--- src/rtl/accum_pkg.sv ---
// accum_pkg: shared widths and FSM state encoding for the frame accumulator.
package accum_pkg;
    localparam int DATA_W = 16;
    localparam int CNT_W  = 8;
    typedef enum logic [1:0] {IDLE = 2'd0, ACCUM = 2'd1, HOLD = 2'd2} state_t;
endpackage

--- src/rtl/acc_add16.sv ---
// acc_add16: combinational 16-bit adder with carry-in and carry-out.
module acc_add16
    import accum_pkg::*;
(
    input  logic [DATA_W-1:0] a,
    input  logic [DATA_W-1:0] b,
    input  logic              ci,
    output logic [DATA_W-1:0] s,
    output logic              co
);
    assign {co, s} = {1'b0, a} + {1'b0, b} + {{DATA_W{1'b0}}, ci};
endmodule

--- src/rtl/accum_frame_16.sv ---
// accum_frame_16: sums a framed operand stream, holds the result until consumed.
module accum_frame_16
    import accum_pkg::*;
#(
    parameter int MAX_OPS = 255
) (
    input  logic              clk,
    input  logic              rst_n,
    input  logic              in_valid,
    output logic              in_ready,
    input  logic [DATA_W-1:0] in_data,
    input  logic              in_last,
    output logic              out_valid,
    input  logic              out_ready,
    output logic [DATA_W-1:0] out_sum,
    output logic              out_ovf,
    output logic [CNT_W-1:0]  out_count,
    output logic              out_trunc
);
    localparam logic [CNT_W-1:0] MAX_C = CNT_W'(MAX_OPS);
    state_t            state_q, state_d;
    logic [DATA_W-1:0] acc_q, acc_d, sum;
    logic [CNT_W-1:0]  cnt_q, cnt_d, cnt_nx;
    logic              ovf_q, ovf_d, trunc_q, trunc_d, co, fire, idle, at_max;
    acc_add16 u_add (
        .a  (acc_q),
        .b  (in_data),
        .ci (1'b0),
        .s  (sum),
        .co (co)
    );
    // in_ready depends only on registered state and reset, never on out_ready
    assign in_ready  = rst_n && state_q != HOLD;
    assign out_valid = state_q == HOLD;
    assign out_sum   = out_valid ? acc_q : '0;
    assign out_ovf   = out_valid && ovf_q;
    assign out_count = out_valid ? cnt_q : '0;
    assign out_trunc = out_valid && trunc_q;
    assign fire      = in_valid && in_ready;
    assign idle      = state_q == IDLE;
    assign cnt_nx    = idle ? CNT_W'(1) : cnt_q + CNT_W'(1);
    assign at_max    = cnt_nx == MAX_C;
    always_comb begin
        state_d = state_q;
        acc_d   = acc_q;
        ovf_d   = ovf_q;
        cnt_d   = cnt_q;
        trunc_d = trunc_q;
        if (state_q == HOLD) begin
            if (out_ready) state_d = IDLE;
        end else if (fire) begin
            acc_d   = idle ? in_data : sum;
            ovf_d   = !idle && (ovf_q || co);
            cnt_d   = cnt_nx;
            trunc_d = at_max && !in_last;
            state_d = (in_last || at_max) ? HOLD : ACCUM;
        end
    end
    always_ff @(posedge clk or negedge rst_n) begin
        if (!rst_n) begin
            state_q <= IDLE;
            acc_q   <= '0;
            ovf_q   <= 1'b0;
            cnt_q   <= '0;
            trunc_q <= 1'b0;
        end else begin
            state_q <= state_d;
            acc_q   <= acc_d;
            ovf_q   <= ovf_d;
            cnt_q   <= cnt_d;
            trunc_q <= trunc_d;
        end
    end
endmodule

--- config.mk ---
export PLATFORM = sky130hd
export DESIGN_NAME = accum_frame_16
export DESIGN_NICKNAME = d
export VERILOG_FILES = /design/src/rtl/accum_pkg.sv /design/src/rtl/acc_add16.sv /design/src/rtl/accum_frame_16.sv
export SDC_FILE = /design/constraint.sdc
export NUM_CORES = 1
export LEC_CHECK = 0
export ABC_AREA = 1
export CORE_MARGIN = 2
export CORE_UTILIZATION = 50
export DETAILED_ROUTE_END_ITERATION = 8
export PLACE_DENSITY = 0.86
export SLEW_MARGIN = 0
export SYNTH_ARGS = -nofsm -noshare
export SYNTH_HDL_FRONTEND = slang
export SYNTH_SLANG_ARGS = --single-unit
--- constraint.sdc ---
create_clock -name clk -period 2.28 [get_ports clk]
set_input_delay 0.684 -clock clk [delete_from_list [all_inputs] [get_ports clk]]
set_output_delay 0.684 -clock clk [all_outputs]
set_load 0.05 [all_outputs]
==> impl_results.md <==
- Outcome: finished clean
- 1st-pass router iterations: 5
- DP Worst Slack: -349 ps
- CP top delay family: simple AND/OR/NAND/NOR gates
- Gr usage total: a little over a quarter
- RSZ-0062 raised after global routing: no
- Final worst slack: 111 ps
- Routed wire length per instance: roughly 13 µm
- Clk slew on worst S/H paths: roughly 100 ps
- Slowest stage delay, CP: about 430 ps
- Critical path cell sequence: clkdlybuf4s50_1 > ha_1 > or2_2 > nand3_1 > nand2_1 > nand2_1 > nand2_1 > nand2_1 > nand3_1 > nand2_1 > nand2_1
- Initial antenna violation count: 0
- Starting Density: 51.1%
- Period minus WS final: roughly 2200 ps
- Root buf cell: clkbuf_8
- Maximum vdd drop: between 700 and 800 µV
- Setup crit end kind: flop
- Clk Latency, worst-skew pair: approximately 280 ps
- Fillers: about 420
- H-tree levels: 1
- Tcrit/Tclk final: a little over nine tenths
- Utilization after layout: 72.9%
- Initial DRC Count: 165
- Worst r2r src: acc_q[0]$_DFFE_PN0P_
- Worst path buffer plus inverter count: 1
- Hold slack: ~540 ps
- CP Depth: 11
- Clock Sinks: 28
- Routed Antenna Nets: 0
- Largest fanout on the critical path: 3
- Slew HR: about 75%
- Final Net Count: 530
- Worst Tran Pin Value: approximately 380 ps
- Synth top cells by count: 142 x nand2_1, 81 x inv_1, 62 x nor2_1, 28 x dfrtp_1, 25 x nand3_1
- Worst EP required: 2460 ps
- Netlist Area Pre-Place: about 2600 µm²
- Type of origin of the critical path: input pin
- Post-Syn Area per Cell: 6.07 µm²
- Setup TNS Final: 0 ps
- Gr ovfl total: 0
- Crit path from: in_data[2]
- Achievable Freq: 461 MHz
- Top-count cell post-synth: nand2_1
- Overall routed net length: approximately 7000 µm
- Top post-synthesis cells by area: dfrtp_1 27%, nand2_1 21%, inv_1 12%
- Die Ht: about 76 µm
- Diode count: 0
- Synth unique cells: 32
- DP HPWL: 5570 µm
- R2r endpoint: acc_q[8]$_DFFE_PN0P_
- Die area: roughly 5700 µm²
- Area grow syn2layout: 42.5%
- MaxCap Viol Count: 0
- Final Setup Violations: 0
- CTS buffer count: 3
- Max-slew violation count: 0
- DRC Markers: 0
- Core ar.: roughly 5000 µm²
- Largest net degree at the start of global routing: 29
- Post-Syn Instances: approximately 420
- Seq/Total Area, Yosys: 27.3%
- Critical path's slowest cell: clkdlybuf4s50_1
- Synth Flop Type: dfrtp_1
- CTS tree: done
- Yosys reg bits: 28
- Io pins: 49
- Most frequent CP cell: nand2_1
- Wire length of the first global-routing pass: roughly 11000 µm
- Crit path kind: in2reg
- Number of global-route vias before repair: 2545
- Worst Hold Class: reg2reg
- Final Cell Area: approximately 3700 µm²
- Pwr/cell area: around 1000 nW/µm²
- Area share of the largest cell type after synthesis: a little over a quarter
- Critical Path AT: between 2000 and 2500 ps
- Die W: 75.6 µm
- R2R cell count: 11
- Hold buffer count at CTS: 0
- Leakage: approximately 2.1 nW
- Cell Area, Placed: ~3500 µm²
- Worst Clk Skew: about 2.1 ps
- Final Hold Fails: 0
- Post-CTS setup buffer count: 0
- EDFF count, synth: 0
- Multi-input logic area: between 1500 and 2000 µm²
- Syn_nets: between 400 and 500
- Clock Path Buffers: 2
- Core Rows: 26
- CP Capture Point: acc_q[9]$_DFFE_PN0P_
- Vias: ~2800
- Asr flop ratio synth: 100%
- Buffers on Ports: 48
- Sequential Area: 701 µm²
- Routability congestion estimate: ~0.9
- Fraction of layout cells with a size suffix above 1: about 16%
- Synth area leader: dfrtp_1
- Reg-to-reg slack, setup: 430 ps
- Vias/cell: a little under 5
- Warnings from Yosys: 0
worst min-delay path by stage:
stage	from	endpoint	slack, ps	cells past startpoint
6_report	acc_q[13]$_DFFE_PN0P_	acc_q[13]$_DFFE_PN0P_	540	2
5_1_grt	acc_q[9]$_DFFE_PN0P_	acc_q[9]$_DFFE_PN0P_	570	2
4_1_cts	acc_q[9]$_DFFE_PN0P_	acc_q[9]$_DFFE_PN0P_	530	2
3_5_place_dp	acc_q[9]$_DFFE_PN0P_	acc_q[9]$_DFFE_PN0P_	510	2
3_3_place_gp	acc_q[13]$_DFFE_PN0P_	acc_q[13]$_DFFE_PN0P_	500	2
2_1_floorplan	rst_n	acc_q[0]$_DFFE_PN0P_	390	0
tightest hold or removal path, stage by stage, from the launching register on:
cell	delay, ps
dfrtp_1	390
nand2_1	60
nand2_1	60
registers in the layout (all words and copies together) (netlist names):
name and count:
state_q 2, acc_q 16, ovf_q 1, trunc_q 1, cnt_q 8
per-stage QoR:
stage	total power [mW]	instances
2_1_floorplan	2.45	422
4_1_cts	3.72	560
5_1_grt	4.11	560
6_report	3.76	560
3_5_place_dp	3.29	556
3_3_place_gp	3.18	556
where the power goes:
| group | total (mW) | internal [mW] | switching [mW] |
|---|---|---|---|
| clock | 0.403 | 0.235 | 0.168 |
| sequential | 0.872 | 0.688 | 0.184 |
| combinational | 2.48 | 1.04 | 1.44 |
layer usage:
layer	vias up	wire length [µm]	global-route usage (%)
met5	-	0	0
li1	1414	-	-
met1	1253	3070	34.4
met2	80	3440	44.4
met3	10	387	4.89
met4	0	105	6.43
cells by family (layout without fill, tap and decap cells):
| kind of cell | Yosys count | in the layout | synth area share, % |
|---|---|---|---|
| AO/OA/AOI/OAI | 35 | 35 | 7.91 |
| XOR/XNOR | 7 | 7 | 2.39 |
| adder cells (fa/ha/maj) | 18 | 18 | 9.08 |
| buffers and inverters | 91 | 159 | 13.6 |
| flip-flops | 28 | 28 | 27.3 |
| AND/OR/NAND/NOR | 243 | 243 | 39.6 |
area by class of cell:
cell class	instances	share of cell area (%)
Timing Repair Buffer	71	25.7
Clock buffer	3	1.13
Inverter	84	8.63
Clock inverter	1	0.822
Multi-Input combinational cell	303	42.2
Sequential cell	28	19.2
Tap cell	70	2.40
placed cells by master, fill, tap and decap left out, drive strengths merged:
master	netlist	final
clkdlybuf4s50	0	17
inv	84	84
o21ai	10	10
fa	1	1
nand2	145	145
nand3	26	26
a221oi	1	1
o22ai	4	4
nor3	3	3
xor2	5	5
xnor2	2	2
clkbuf	3	3
ha	17	17
dfrtp	28	28
dlygate4sd2	0	1
buf	4	51
o221ai	2	2
nor2	65	65
a21boi	1	1
a21oi	15	15
nand4	2	2
bufinv	0	1
dlymetal6s2s	0	2
or2	2	2
o21bai	2	2
what timing repair did:
item | 4_1_cts | 5_1_grt
setup endpoints to repair | 5 | 11
gates resized for setup | 4 | 7
pin swaps | 0 | 4
cloned | 0 | 0
No activity file was read; power rests on OpenSTA's default activity.
